<file path="config.mk">
export PLATFORM = sky130hd
export DESIGN_NAME = if_fetch
export DESIGN_NICKNAME = d
export VERILOG_FILES = /design/src/rtl/riscv_pkg.sv /design/src/rtl/fetch_skid_fifo.sv /design/src/rtl/if_fetch.sv
export SDC_FILE = /design/constraint.sdc
export NUM_CORES = 1
export LEC_CHECK = 0
export CORE_AREA = 2 2 146 148
export CTS_CLUSTER_SIZE = 28
export DETAILED_ROUTE_END_ITERATION = 8
export DIE_AREA = 0 0 148 150
export PLACE_DENSITY = 0.75
export SETUP_SLACK_MARGIN = 0.1
export SLEW_MARGIN = 10
export SYNTH_ARGS = -nofsm -noshare
export SYNTH_HDL_FRONTEND = slang
export SYNTH_SLANG_ARGS = --single-unit
</file>
<file path="constraint.sdc">
create_clock -name clk_clk -period 3.6 [get_ports clk_clk]
set_input_delay 0.54 -clock clk_clk [delete_from_list [all_inputs] [get_ports clk_clk]]
set_output_delay 0.54 -clock clk_clk [all_outputs]
set_load 0.01 [all_outputs]
</file>
<file path="src/rtl/riscv_pkg.sv">
// Shared types for the RISC-V core front end: fetch entry layout, fetch FSM states
// and the NOP used to pad a faulting fetch.
package riscv_pkg;

    localparam logic [31:0] NOP_INSTR = 32'h0000_0013;

    typedef struct packed {
        logic [31:0] pc;
        logic [31:0] instr;
        logic        fault;
    } fetch_entry_t;

    typedef enum logic [1:0] {
        FETCH_RUN        = 2'd0,
        FETCH_FAULT_PEND = 2'd1,
        FETCH_HALT       = 2'd2
    } fetch_state_t;

endpackage

</file>
<file path="src/rtl/fetch_skid_fifo.sv">
// Two-entry FIFO of fetch entries between instruction memory and decode.
// The head is read straight from storage, so everything decode sees is registered.
module fetch_skid_fifo
    import riscv_pkg::*;
(
    input  logic         clk_i,
    input  logic         rst_i,
    input  logic         push_i,
    input  fetch_entry_t push_data_i,
    input  logic         pop_i,
    input  logic         flush_i,
    output fetch_entry_t head_o,
    output logic [1:0]   occ_o
);

    fetch_entry_t mem_q [2];
    logic         rd_ptr_q, rd_ptr_d;
    logic         wr_ptr_q, wr_ptr_d;
    logic [1:0]   occ_q, occ_d;
    logic         do_push, do_pop;

    always_comb begin
        do_pop   = pop_i && (occ_q != 2'd0);
        do_push  = push_i && ((occ_q != 2'd2) || do_pop);
        rd_ptr_d = rd_ptr_q;
        wr_ptr_d = wr_ptr_q;
        occ_d    = occ_q;
        // A flush wins over a same-cycle push so a discarded response never lands.
        if (flush_i) begin
            rd_ptr_d = 1'b0;
            wr_ptr_d = 1'b0;
            occ_d    = 2'd0;
        end else begin
            if (do_pop)  rd_ptr_d = ~rd_ptr_q;
            if (do_push) wr_ptr_d = ~wr_ptr_q;
            occ_d = occ_q + {1'b0, do_push} - {1'b0, do_pop};
        end
    end

    always_ff @(posedge clk_i) begin
        if (rst_i) begin
            rd_ptr_q <= 1'b0;
            wr_ptr_q <= 1'b0;
            occ_q    <= 2'd0;
            mem_q[0] <= '0;
            mem_q[1] <= '0;
        end else begin
            rd_ptr_q <= rd_ptr_d;
            wr_ptr_q <= wr_ptr_d;
            occ_q    <= occ_d;
            if (!flush_i && do_push) mem_q[wr_ptr_q] <= push_data_i;
        end
    end

    assign head_o = mem_q[rd_ptr_q];
    assign occ_o  = occ_q;

endmodule

</file>
<file path="src/rtl/if_fetch.sv">
// Instruction-fetch stage: owns the PC, issues reads to instruction memory and
// tags them with an epoch so redirects can drop stale responses.
module if_fetch
    import riscv_pkg::*;
#(
    parameter logic [31:0] RESET_PC = 32'h0000_0000,
    parameter int          IMEM_AW  = 10
) (
    input  logic               clk_clk,
    input  logic               reset_reset,
    output logic [IMEM_AW-1:0] imem_address,
    output logic               imem_chipselect,
    output logic               imem_clken,
    output logic               imem_write,
    output logic               imem_debugaccess,
    output logic [3:0]         imem_byteenable,
    output logic [31:0]        imem_writedata,
    input  logic [31:0]        imem_readdata,
    input  logic               redirect_valid,
    input  logic [31:0]        redirect_pc,
    output logic               out_valid,
    input  logic               out_ready,
    output logic [31:0]        out_pc,
    output logic [31:0]        out_instr,
    output logic               out_fault
);

    fetch_state_t state_q, state_d;
    logic [31:0]  pc_q, pc_d;
    logic         epoch_q, epoch_d;
    logic         inflight_q, inflight_d;
    logic         inflight_epoch_q, inflight_epoch_d;
    logic [31:0]  inflight_pc_q, inflight_pc_d;

    logic         pop, push, issue;
    logic [1:0]   occ;
    logic [2:0]   slots_used;
    fetch_entry_t push_entry, head;

    assign pop        = out_valid && out_ready;
    assign slots_used = {1'b0, occ} + {2'b0, inflight_q} - {2'b0, pop};
    assign issue      = (state_q == FETCH_RUN) && !redirect_valid && !reset_reset
                        && (slots_used < 3'd2);

    always_comb begin
        push       = 1'b0;
        push_entry = '0;
        if (state_q == FETCH_FAULT_PEND) begin
            push       = 1'b1;
            push_entry = '{pc: pc_q, instr: NOP_INSTR, fault: 1'b1};
        end else if (inflight_q && (inflight_epoch_q == epoch_q)) begin
            push       = 1'b1;
            push_entry = '{pc: inflight_pc_q, instr: imem_readdata, fault: 1'b0};
        end
    end

    always_comb begin
        state_d          = state_q;
        pc_d             = pc_q;
        epoch_d          = epoch_q;
        inflight_d       = issue;
        inflight_epoch_d = epoch_q;
        inflight_pc_d    = pc_q;
        if (redirect_valid) begin
            epoch_d = ~epoch_q;
            pc_d    = redirect_pc;
            state_d = (redirect_pc[1:0] != 2'b00) ? FETCH_FAULT_PEND : FETCH_RUN;
        end else begin
            case (state_q)
                FETCH_RUN:        if (issue) pc_d = pc_q + 32'd4;
                FETCH_FAULT_PEND: state_d = FETCH_HALT;
                FETCH_HALT:       state_d = FETCH_HALT;
                default:          state_d = FETCH_RUN;
            endcase
        end
    end

    always_ff @(posedge clk_clk) begin
        if (reset_reset) begin
            state_q          <= FETCH_RUN;
            pc_q             <= RESET_PC;
            epoch_q          <= 1'b0;
            inflight_q       <= 1'b0;
            inflight_epoch_q <= 1'b0;
            inflight_pc_q    <= '0;
        end else begin
            state_q          <= state_d;
            pc_q             <= pc_d;
            epoch_q          <= epoch_d;
            inflight_q       <= inflight_d;
            inflight_epoch_q <= inflight_epoch_d;
            inflight_pc_q    <= inflight_pc_d;
        end
    end

    fetch_skid_fifo u_skid (
        .clk_i       (clk_clk),
        .rst_i       (reset_reset),
        .push_i      (push),
        .push_data_i (push_entry),
        .pop_i       (pop),
        .flush_i     (redirect_valid),
        .head_o      (head),
        .occ_o       (occ)
    );

    assign out_valid        = (occ != 2'd0);
    assign out_pc           = head.pc;
    assign out_instr        = head.instr;
    assign out_fault        = head.fault;
    assign imem_address     = pc_q[IMEM_AW+1:2];
    assign imem_chipselect  = issue;
    assign imem_clken       = 1'b1;
    assign imem_write       = 1'b0;
    assign imem_debugaccess = 1'b0;
    assign imem_byteenable  = 4'hF;
    assign imem_writedata   = 32'h0;

endmodule

</file>
# Word level (Yosys, flattened, before mapping)
# Memories as Yosys holds them, arrays and structs flattened. A register that Yosys moved wholly into a read port is not among the register bits.
# Index checks and enable logic that the tools add are counted.
[totals]
regBits = 73
ramBits = 130
input_bits = 68
n_memories = 1
[op_classes]
n_addsub = 5
order_cmp = 1
eq_ne = 5
mux = 20
bitwise = 3
n_reduce_logical = 20
[mem_list]
columns = ["name", "depth", "width", "read_ports", "rd_ports_with_merged_regs", "wr", "line", "source"]
rows = [
  ["u_skid.mem_q", 2, 65, 1, 1, 2, "fetch_skid_fifo.sv:16", "fetch_entry_t mem_q [2];"],
]
[op_table]
columns = ["cell", "count"]
rows = [
  ["$mux 65", 3],
  ["$mux 32", 3],
  ["$reduce_or 65->1", 1],
  ["$add 32x3->32 const B", 1],
  ["$mux 1", 12],
  ["$logic_and 1x1->1", 8],
  ["$reduce_bool 2->1", 4],
  ["$ne 2x2->1 const B", 2],
  ["$pmux 2 s2", 1],
  ["$reduce_or 2->1", 2],
  ["$add 2x1->3", 1],
  ["$lt 3x2->1 const B", 1],
  ["$not 1->1", 3],
  ["$sub 3x1->3", 1],
  ["$add 2x1->2", 1],
  ["$eq 2x1->1 const B", 1],
  ["$eq 2x2->1 const B", 1],
  ["$logic_not 1->1", 2],
  ["$logic_not 2->1", 1],
  ["$mux 2", 1],
  ["$reduce_and 2->1", 1],
  ["$sub 2x1->2", 1],
  ["$eq 1x1->1", 1],
  ["$logic_or 1x1->1", 1],
]

# Longest topological paths before layout
# Gate-level depths: netlist of the first run.
[logic_depth]
word_depth = 11
depth_mapped = 12
mapped_depth_nobuf = 10

# Cells and area by module
# Synthesis of the first run repeated with hierarchy kept, for this count alone.
[unflattened]
cells_unflattened = 852
hier_area_um2 = 9913.3
[by_module_without_submodules]
columns = ["module", "instances", "cells_per_inst", "area_per_inst_um2", "seq_area_each_um2"]
rows = [
  ["fetch_skid_fifo", 1, 371, 5940.7, 4003.8],
  ["if_fetch", 1, 481, 3972.6, 1381.3],
]

# Worst setup path before layout of the first run
# Ideal clock, no wire load.
[synth_path]
kind = "register -> register"
start = "register u_skid.occ_q[1] (netlist: u_skid.occ_o[1])"
end = "register pc_q[24] (netlist: inflight_pc_d[24])"
t_arrival_ps = 3279
t_required_ps = 3488
slack_ps = 209
stages_incl_launch_ff = 13
path_buffers = 2
period_less_slack_ps = 3391
path_cell_list = "dfxtp_1 > or2_2 > and2_1 > ha_1 > inv_1 > nand2_1 > fa_1 > xor2_1 > buf_6 > or4_1 > buf_2 > or3_1 > a2111oi_1"
[synth_via]
elab_chain_len = 7
[synth_lines]
columns = ["element", "line", "source"]
rows = [
  ["from (decl)", "fetch_skid_fifo.sv:19", "logic [1:0] occ_q, occ_d;"],
  ["from (signal assigned)", "fetch_skid_fifo.sv:44", "occ_q <= 2'd0;"],
  ["from (signal assigned)", "fetch_skid_fifo.sv:50", "occ_q <= occ_d;"],
  ["$reduce_bool 2->1", "if_fetch.sv:107", "assign out_valid = (occ != 2'd0);"],
  ["named net out_valid", "if_fetch.sv:21", "output logic out_valid,"],
  ["$logic_and 1x1->1", "if_fetch.sv:40", "assign pop = out_valid && out_ready;"],
  ["$sub 3x1->3", "if_fetch.sv:41", "assign slots_used = {1'b0, occ} + {2'b0, inflight_q} - {2'b0, pop};"],
  ["$lt 3x2->1", "if_fetch.sv:43", "&& (slots_used < 3'd2);"],
  ["$logic_and 1x1->1", "if_fetch.sv:43", ""],
  ["$reduce_bool 2->1 (no line)", "n/a", ""],
  ["$reduce_and 2->1 (no line)", "n/a", ""],
  ["to (signal assigned)", "if_fetch.sv:88", "pc_q <= pc_d;"],
  ["to (decl)", "if_fetch.sv:29", "logic [31:0] pc_q, pc_d;"],
]
# The timed path passes the listed nets, and every way through them passes these cells.
# A chain may end at the register's enable or synchronous reset.

# Worst setup path in the final report of the first run
[layout_path]
start = "register u_skid.occ_q[0] (netlist: u_skid.occ_o[0])"
end = "register pc_q[24] (netlist: inflight_pc_d[24])"
[layout_via]
elab_chain_len = 7
[layout_lines]
columns = ["element", "line"]
rows = [
  ["parallel branches: the longest is 2 deep, another holds $add 2x1->3", "n/a"],
  ["$sub 3x1->3 *", "if_fetch.sv:41"],
  ["$lt 3x2->1 *", "if_fetch.sv:43"],
  ["$logic_and 1x1->1 *", "if_fetch.sv:43"],
  ["$reduce_bool 2->1 (no line) *", "n/a"],
  ["$reduce_and 2->1 (no line) *", "n/a"],
]
# Mark *: on every way between the ends.

==> qor.yml, run 1 <==
final_cell_mix: "clkdlybuf4s50_1 (142), edfxtp_1 (130), nor2_1 (110)"
grt_setup_unrepaired: "no"
pwr-share-comb: 0.120
cts.sinks: 204
r2r-start: "u_skid.occ_o[0]"
p_per_area_mw_per_mm2: 482
clockBufferDepth: 3
drtAntennaViolNets: 0
numCtsBuffers: 22
worstPathRequired_ns: 3.98
hold_class: "reg -> reg"
relSlewSlack: 0.345
arrival_ns: 3.73
grt_max_degree: 74
p_sw_frac: 0.230
drt_wl_total_microns: 21200
firstDrtPassIters: 5
min_from: "inflight_pc_d[1]"
cts-htree-levels: 1
grt_busiest_layer: "met2"
fin_tns_setup_ns: 0
num_antenna_cells: 0
gr-usage-met1: 0.263
grt_pass1_vias: 6330
dieHeight_microns: 150
cts_tree: "done"
crit_path_end_kind: "register"
setup_violations: 0
start_util: 0.458
row_count: 53
synth_edf_count: 130
fin_nets: 1040
seqPwrFrac: 0.471
grt_use_met3: 0.0345
post_drt_wl_per_cell_microns: 16.9
synthArstFlopShare: 0
drtIter0Drc: 429
drive_above_1_share: 0.154
grt_overflow: 0
clk_pin_slew_ns: 0.06
syn_inst: 833
antenna_found_initial: 0
leakagePower_nw: 4.46
synthToLayoutAreaGrowth_pct: 25.0
ys_ff_latch: 204
syn_avg_cell_area_sq_um: 11.4
skew_ns: 0.00656
clockRootBuffer: "clkbuf_16"
fin_util: 0.573
power.net_switching_w: 0.00131
die_area_sq_mm: 0.0222
dr_total_vias: 6674
synth_flop_cell: "edfxtp_1"
core-area_sq_mm: 0.0207
power_frac_clock: 0.408
period_share: 0.929
worstMarginPinSlew_ns: 0.982
portBuffers: 144
final_common_cell: "clkdlybuf4s50_1"
crit_start: "u_skid.occ_o[0]"
path_delay_family: "simple AND/OR/NAND/NOR gates"
start_kind: "register"
vdd_drop_max_mv: 0.263
io_pins: 184
timing.fmax_mhz: 299
synth.distinct_cells: 56
fin_crit_ns: 3.35
grt_first_pass_wirelength_microns: 33400
cap_violations: 0
cp_max_fo: 7
crit_slowest_cell: "or4_1"
die_x_microns: 148
status: "finished clean"
power.internal_w: 0.00440
track_usage: 0.187
dp_hpwl_microns: 14000
crit_buf_inv: 1
via_per_inst: 5.31
synth_warnings: 0
grt_util_met2: 0.304
crit_type: "reg -> reg"
worstPathCellList: "or2_2, and2_4, ha_1, inv_1, nand2_1, fa_1, xor2_4, or4_1, or3_1, a2111oi_1"
post-route-drc-count: 0
hold_viol_final: 0
synth_seq_area_share: 0.568
gp_congestion: 0.830
critPathMaxStageDelay_ns: 0.59
clk_latency_ns: 0.49
synth_area_sq_mm: 0.00948
drv_slew: 0
[synthesized netlist by cell type, types with 5 or more instances]
cell type	number	area share
edfxtp_1	130	0.41
nor2_1	110	0.044
dfxtp_1	74	0.16
mux2_2	65	0.077
and3_1	60	0.040
buf_4	50	0.040
clkbuf_1	48	0.019
a22oi_1	32	0.025
nor2b_1	31	0.020
nand2_1	26	0.010
inv_1	16	0.0063
nand3_1	15	0.0079
nor4_1	13	0.0086
a211oi_1	12	0.0095
and4_1	11	0.010
nor3_1	11	0.0058
nand4_1	9	0.0059
and2_1	8	0.0053
o21ai_0	8	0.0042
or3_1	8	0.0053
xor2_1	7	0.0065
a2111oi_0	6	0.0055
a311oi_1	6	0.0055
ha_1	6	0.0079
xnor2_1	6	0.0055
a21oi_1	5	0.0026
buf_6	5	0.0059
[power groups by stage]
stage	Clock [W]	Combinational, W	Sequential, W
after floorplan	0	0.000415	0.00271
after global placement	0	0.000675	0.00274
after detailed placement	0	0.000680	0.00274
after CTS	0.00237	0.000686	0.00269
after global routing	0.00246	0.000745	0.00271
final	0.00233	0.000687	0.00269
[per-stage QoR]
step           hold slack [ns]  area [sq um]  std cells  power (W)  setup slack (ns)
2_1_floorplan            0.460          9620        870    0.00312             0.209
3_5_place_dp             0.477         11100       1216    0.00342          -0.00849
4_1_cts                  0.484         11800       1256    0.00575             0.136
6_report                 0.484         11900       1256    0.00571             0.255
3_3_place_gp             0.472         11100       1216    0.00341           0.00840
5_1_grt                  0.501         11900       1256    0.00592             0.108
[registers in the layout (all words and copies together), names as in the netlist, 2 cells and up, named ones only]
signal and cells:
inflight_pc_d 32, inflight_pc_q 32, state_q 2, u_skid.mem_q 130, u_skid.occ_o 2
[worst paths after layout]
kind                       endpoint  slack (ns)  cells past startpoint
hold reg to reg    inflight_pc_q[1]        0.48                      1
setup reg to reg  inflight_pc_d[24]        0.25                     10
hold / removal     inflight_pc_q[1]        0.48                      1
setup / recovery  inflight_pc_d[24]        0.25                     10
[layout make-up]
cell class,instances,area (sq um)
clock buffers,29,598
clock inverters,11,155
fillers,1754,8830
inverters,16,60.1
multi-input cells,542,3580
flip-flops and latches,204,5390
well taps,275,344
repair buffers,179,1730
[logic make-up (layout without fill, tap and decap cells)]
kind of cell	after synthesis	count (layout)	share of synthesized area
buffers and inverters	124	235	0.0749
xor gates and xnor gates	13	13	0.0120
muxes	69	69	0.0814
DFF	204	204	0.568
other	2	39	0.000792
and+or+nand+nor	322	322	0.181
adders and majority gates	7	7	0.0100
AOI/OAI and AO/OA	92	92	0.0718
[routing by layer]
metal	wire, microns	part of all wire	vias up
met5	0	0	-
li1	-	-	3223
met3	1400	0.066	22
met1	9610	0.45	3198
met4	255	0.012	0
met2	9940	0.47	231
[timing repair]
| action | CTS | global route |
|---|---|---|
| resized for setup | 3 | 5 |
| hold buffers | 0 | 0 |
| pin swaps | 0 | 2 |
| setup buffers | 0 | 0 |
| setup endpoints to repair | 1 | 1 |
Power figures use the tool's default switching activity.
==> inputs of run 2 (changes only) <==
- CTS_CLUSTER_SIZE: 28 -> 30
==> results of run 2 <==
Same layout as run 1: the final DEF is identical, and so are final timing and power.
==> patch 1 (config.mk and constraints of run 2) <==
Change the parameter `IMEM_AW` from 10 to 9.
--- a/src/rtl/if_fetch.sv
+++ b/src/rtl/if_fetch.sv
@@ -6,3 +6,3 @@
     parameter logic [31:0] RESET_PC = 32'h0000_0000,
-    parameter int          IMEM_AW  = 10
+    parameter int          IMEM_AW  = 9
 ) (
Ports: changed (resized imem_address); port bits go from 184 to 183. No check against the original RTL was run, so the function may have changed too.
==> patch 1 against run 2 <==
- non-clock buffer count fell by 3
- sequential cell count did not move
- core utilization fell by 0.68 points
- register-to-register slack improved by 0.11 ns
- wire length rose by 0.94%
- synthesized cell count fell by 0.12%
- via count rose by 0.10%
- final area fell by 1.2%
- cell count fell by 0.24%
- count of clock-buffer cells in the layout rose by 3
- area after synthesis barely moved
- total power fell by 5.2%
- critical path type is now reg -> out
- worst setup slack got worse by 0.0084 ns
- global-route usage rose by 0.29 points
==> patch 1: results (changes against run 2) <==
Run status
  • Status: complete, no violations

Placement
  • Pre-CTS WS: -0.0551 ns (-0.0467 ns)
  • RePlAce Congestion: 0.872 (+5.1%)
  • Dpl cells: 1213 (-0.25%)
  • Port Buffer Count: 143 (-0.69%)
  • Dpl hpwl: 14000 µm (+0.30%)
  • Placed cell areas: 11100 µm² (-0.23%)

Worst setup path
  • Reg2reg path depth: 12 (+2)
  • R2r setup slk: 0.36 ns (+0.11 ns)
  • Critical-path top delay cell: fa_2
  • Worst path top cell family by delay: simple AND/OR/NAND/NOR gates
  • Crit path DAT: 2.81 ns (-0.92 ns)
  • Crit Reg-Reg Endpoint: inflight_pc_d[18]
  • Crit path max fanout: 5 (-2)
  • CP max stage delay: 0.55 ns (-0.04 ns)

Clock tree
  • Setup Buffers After CTS: 0 (unchanged)
  • Cts repair resizes: 4 (+1)
  • Num CTS Buffers: 22 (unchanged)

STA
  • Setup Skew: 0.0145 ns (+0.00798 ns)
  • Worst hold slack: 0.494 ns (+0.00922 ns)
  • Rel. slew slack: 34.6% (+0.040 points)

Worst hold path
  • HP Start: inflight_pc_d[0]
  • Hold Path Sink: inflight_pc_q[0]
  • Worst hold path class: reg -> reg

Global routing
  • Vias in the first global route: 6579 (+3.9%)
  • First-pass GRT wire length: 34100 µm (+2.0%)
  • GR Util met2: 31.7% (+1.3 points)
  • Pin count of the biggest net entering global routing: 74 (unchanged)
  • Met1 usage: 25.7% (-0.53 points)
  • All-Layer GR Usage: 19.0% (+0.29 points)
  • Met3 Use GR: 3.20% (-0.24 points)

Layout
  • Filler cells: 1799 (+2.6%)
  • ANT cells: 0 (unchanged)
  • Final #Nets: 1037 (-0.29%)
  • Share of post-route cells with drive strength above 1: 14.9% (-0.46 points)
  • Biggest register: u_skid.mem_q

Synthesis
  • Synth area leaders: edfxtp_1, dfxtp_1, mux2_2, nor2_1, and3_1
  • Complex-gate fraction of the synthesized area: 7.18% (about the same)
  • Top cells by count, synth: edfxtp_1, nor2_1, dfxtp_1
  • Post-Syn Instances: 832 (-0.12%)
  • Adder-cell share of the synthesized area: 1.00% (about the same)
  • Sequential fraction of the synthesis area: 56.8% (about the same)
  • Yosys Warn Count: 0 (unchanged)
  • Multiplexer share of the synthesized area: 8.15% (about the same)
  • FFs w/ async S/R, synth: 0% (unchanged)
  • Post-Synth XOR/XNOR Area: 1.20% (about the same)

Pwr
  • Leakage: 4.39 nW (-1.5%)
  • Total power: 5.42 mW (-5.2%)
  • P_clk: 2.04 mW (-12%)
  • Pint: 4.10 mW (-6.9%)
  • Sequential power share: 49.6% (+2.5 points)
  • Max VDD drop: 0.323 mV (+22%)

Drt
  • Vias/cell: 5.33 (+0.34%)
  • Routed WL per cell: 17.1 µm (+1.2%)
  • First-iteration detailed-routing DRC count: 489 (+14%)
  • Met3 wire length: 1380 µm (-1.4%)
  • Met1 wire length: 9430 µm (-1.9%)
  • Met2 wire length: 10200 µm (+2.7%)
  • Vias: 6681 (+0.10%)
  • Router iterations before antenna repair: 6 (+1)
==> patch 1: changes by cell type after synthesis, sizes merged <==
| cell | change |
|---|---|
| buf | -1 |
==> patch 1: cell type report <==
type	instances	area [µm²]	area share [%]
Clock buffer	32	598	5.10
Clock inverter	8	51.3	0.438
Inverter	16	60.1	0.513
Multi-Input combinational cell	542	3570	30.5
Sequential cell	204	5390	46.0
Tap cell	275	344	2.94
Timing Repair Buffer	176	1710	14.6
==> patch 1: worst max path at each step <==
stage | from | depth (start not counted) | slack [ns] | endpoint
CTS | u_skid.occ_o[0] | 10 | 0.12 | imem_chipselect
floorplan | u_skid.occ_o[1] | 12 | 0.21 | inflight_pc_d[24]
global placement | out_ready | 10 | -0.02 | imem_chipselect
finish | u_skid.occ_o[0] | 10 | 0.25 | imem_chipselect
detailed placement | out_ready | 10 | -0.06 | imem_chipselect
global route | u_skid.occ_o[0] | 10 | 0.13 | imem_chipselect
==> patch 2 (settings of run 2) <==
Without the edit above. Register the output `out_fault`, cleared by the reset; this adds one clock of latency there. The other outputs are not delayed to match.
--- a/src/rtl/if_fetch.sv
+++ b/src/rtl/if_fetch.sv
@@ -109,3 +109,9 @@
     assign out_instr        = head.instr;
-    assign out_fault        = head.fault;
+    always_ff @(posedge clk_clk) begin
+        if (reset_reset) begin
+            out_fault <= '0;
+        end else begin
+            out_fault <= head.fault;
+        end
+    end
     assign imem_address     = pc_q[IMEM_AW+1:2];
Behaviour: not the same (a bounded check fails within 4 cycles, from zero or initial values and one cycle with reset_reset high).
==> patch 2 against run 2 <==
- area after synthesis up 1.8%
- first-iteration DRC count down 14%
- clock skew up 0.0060 ns
- core utilization down 1.9 points
- sequential power about the same
- wire length down 0.99%
- combinational power down 2%
- global-route usage down 0.066 points
- sequential cell count up 1
- total power down 2.5%
- via count down 5.7%
- worst setup slack worse by 0.011 ns
- final area down 3.3%
- critical path type is now reg -> out
- highest routed layer unchanged
==> patch 2: results (changes against run 2) <==
Global routing
  • Met3 Use GR: 3.08% (-0.37 points)
  • Vias in the first global route: 6361 (+0.49%)
  • Pin count of the biggest net entering global routing: 66 (-11%)
  • All-Layer GR Usage: 18.6% (-0.066 points)
  • Met1 usage: 24.0% (-2.3 points)

STA
  • Final period utilization: 93.2% (+0.31 points)
  • Worst hold slack: 0.484 ns (-0.000189 ns)
  • Worst-Margin Slew: 0.910 ns (-0.0721 ns)
  • Setup Skew: 0.0125 ns (+0.00595 ns)

Placement
  • RePlAce Congestion: 0.788 (-5.1%)
  • Dpl cells: 1195 (-1.7%)
  • Dpl hpwl: 13300 µm (-5.0%)
  • Pre-CTS WS: 0.0317 ns (+0.0401 ns)

Worst setup path
  • Crit path max fanout: 4 (-3)
  • RR Startpoint: u_skid.occ_o[1]
  • Crit path DAT: 2.82 ns (-0.91 ns)
  • R2r setup slk: 0.42 ns (+0.17 ns)
  • Reg2reg path depth: 13 (+3)

Layout
  • Comb_multi_in: 537 (-0.92%)
  • Sequential cell area share: 47.2% (+1.7 points)
  • Layout non-clock buf frac: 14.2% (-0.41 points)
  • Non-clock inverters: 15 (-1)
  • Final #Nets: 1019 (-2.0%)
  • Filler cells: 1805 (+2.9%)

Synthesis
  • Adder-cell share of the synthesized area: 0.985% (-0.018 points)
  • Sequential fraction of the synthesis area: 56.0% (-0.82 points)
  • Synth cell types: 53 (-5.4%)
  • Top cells by count, synth: nor2_1, edfxtp_1, buf_4
  • Synth area leaders: edfxtp_1, dfxtp_1, buf_4, mux2_2, nor2_1

Run status
  • Status: complete, no violations
## patch 2: cell count changes after synthesis, moves of 10 or more
| cell | change |
|---|---|
| nor3_1 | -10 |
| and3_1 | -55 |
| nor2_1 | +64 |
| clkbuf_1 | -12 |
| buf_4 | +64 |
| nand2_1 | +27 |
## patch 2: critical path, stage by stage (launching register included)
cell and delay [ns]:
dfxtp_2 0.35, inv_1 0.10, nand2_1 0.09, and2_1 0.19
ha_1 0.28, inv_1 0.08, nand2_1 0.06, fa_1 0.51
and2_1 0.16, nand3_1 0.12, inv_2 0.12, dlygate4sd2_1 0.27
## patch 2: metal layers
layer | up-vias | wire length [µm]
met2 | 199 | 10500
met3 | 35 | 1270
met1 | 3043 | 8830
met4 | 0 | 395
met5 | - | 0
li1 | 3016 | -
## patch 2: where the power goes
group | switching, mW | internal, mW
Clock | 0.867 | 1.35
Combinational | 0.349 | 0.321
Sequential | 0.0701 | 2.62
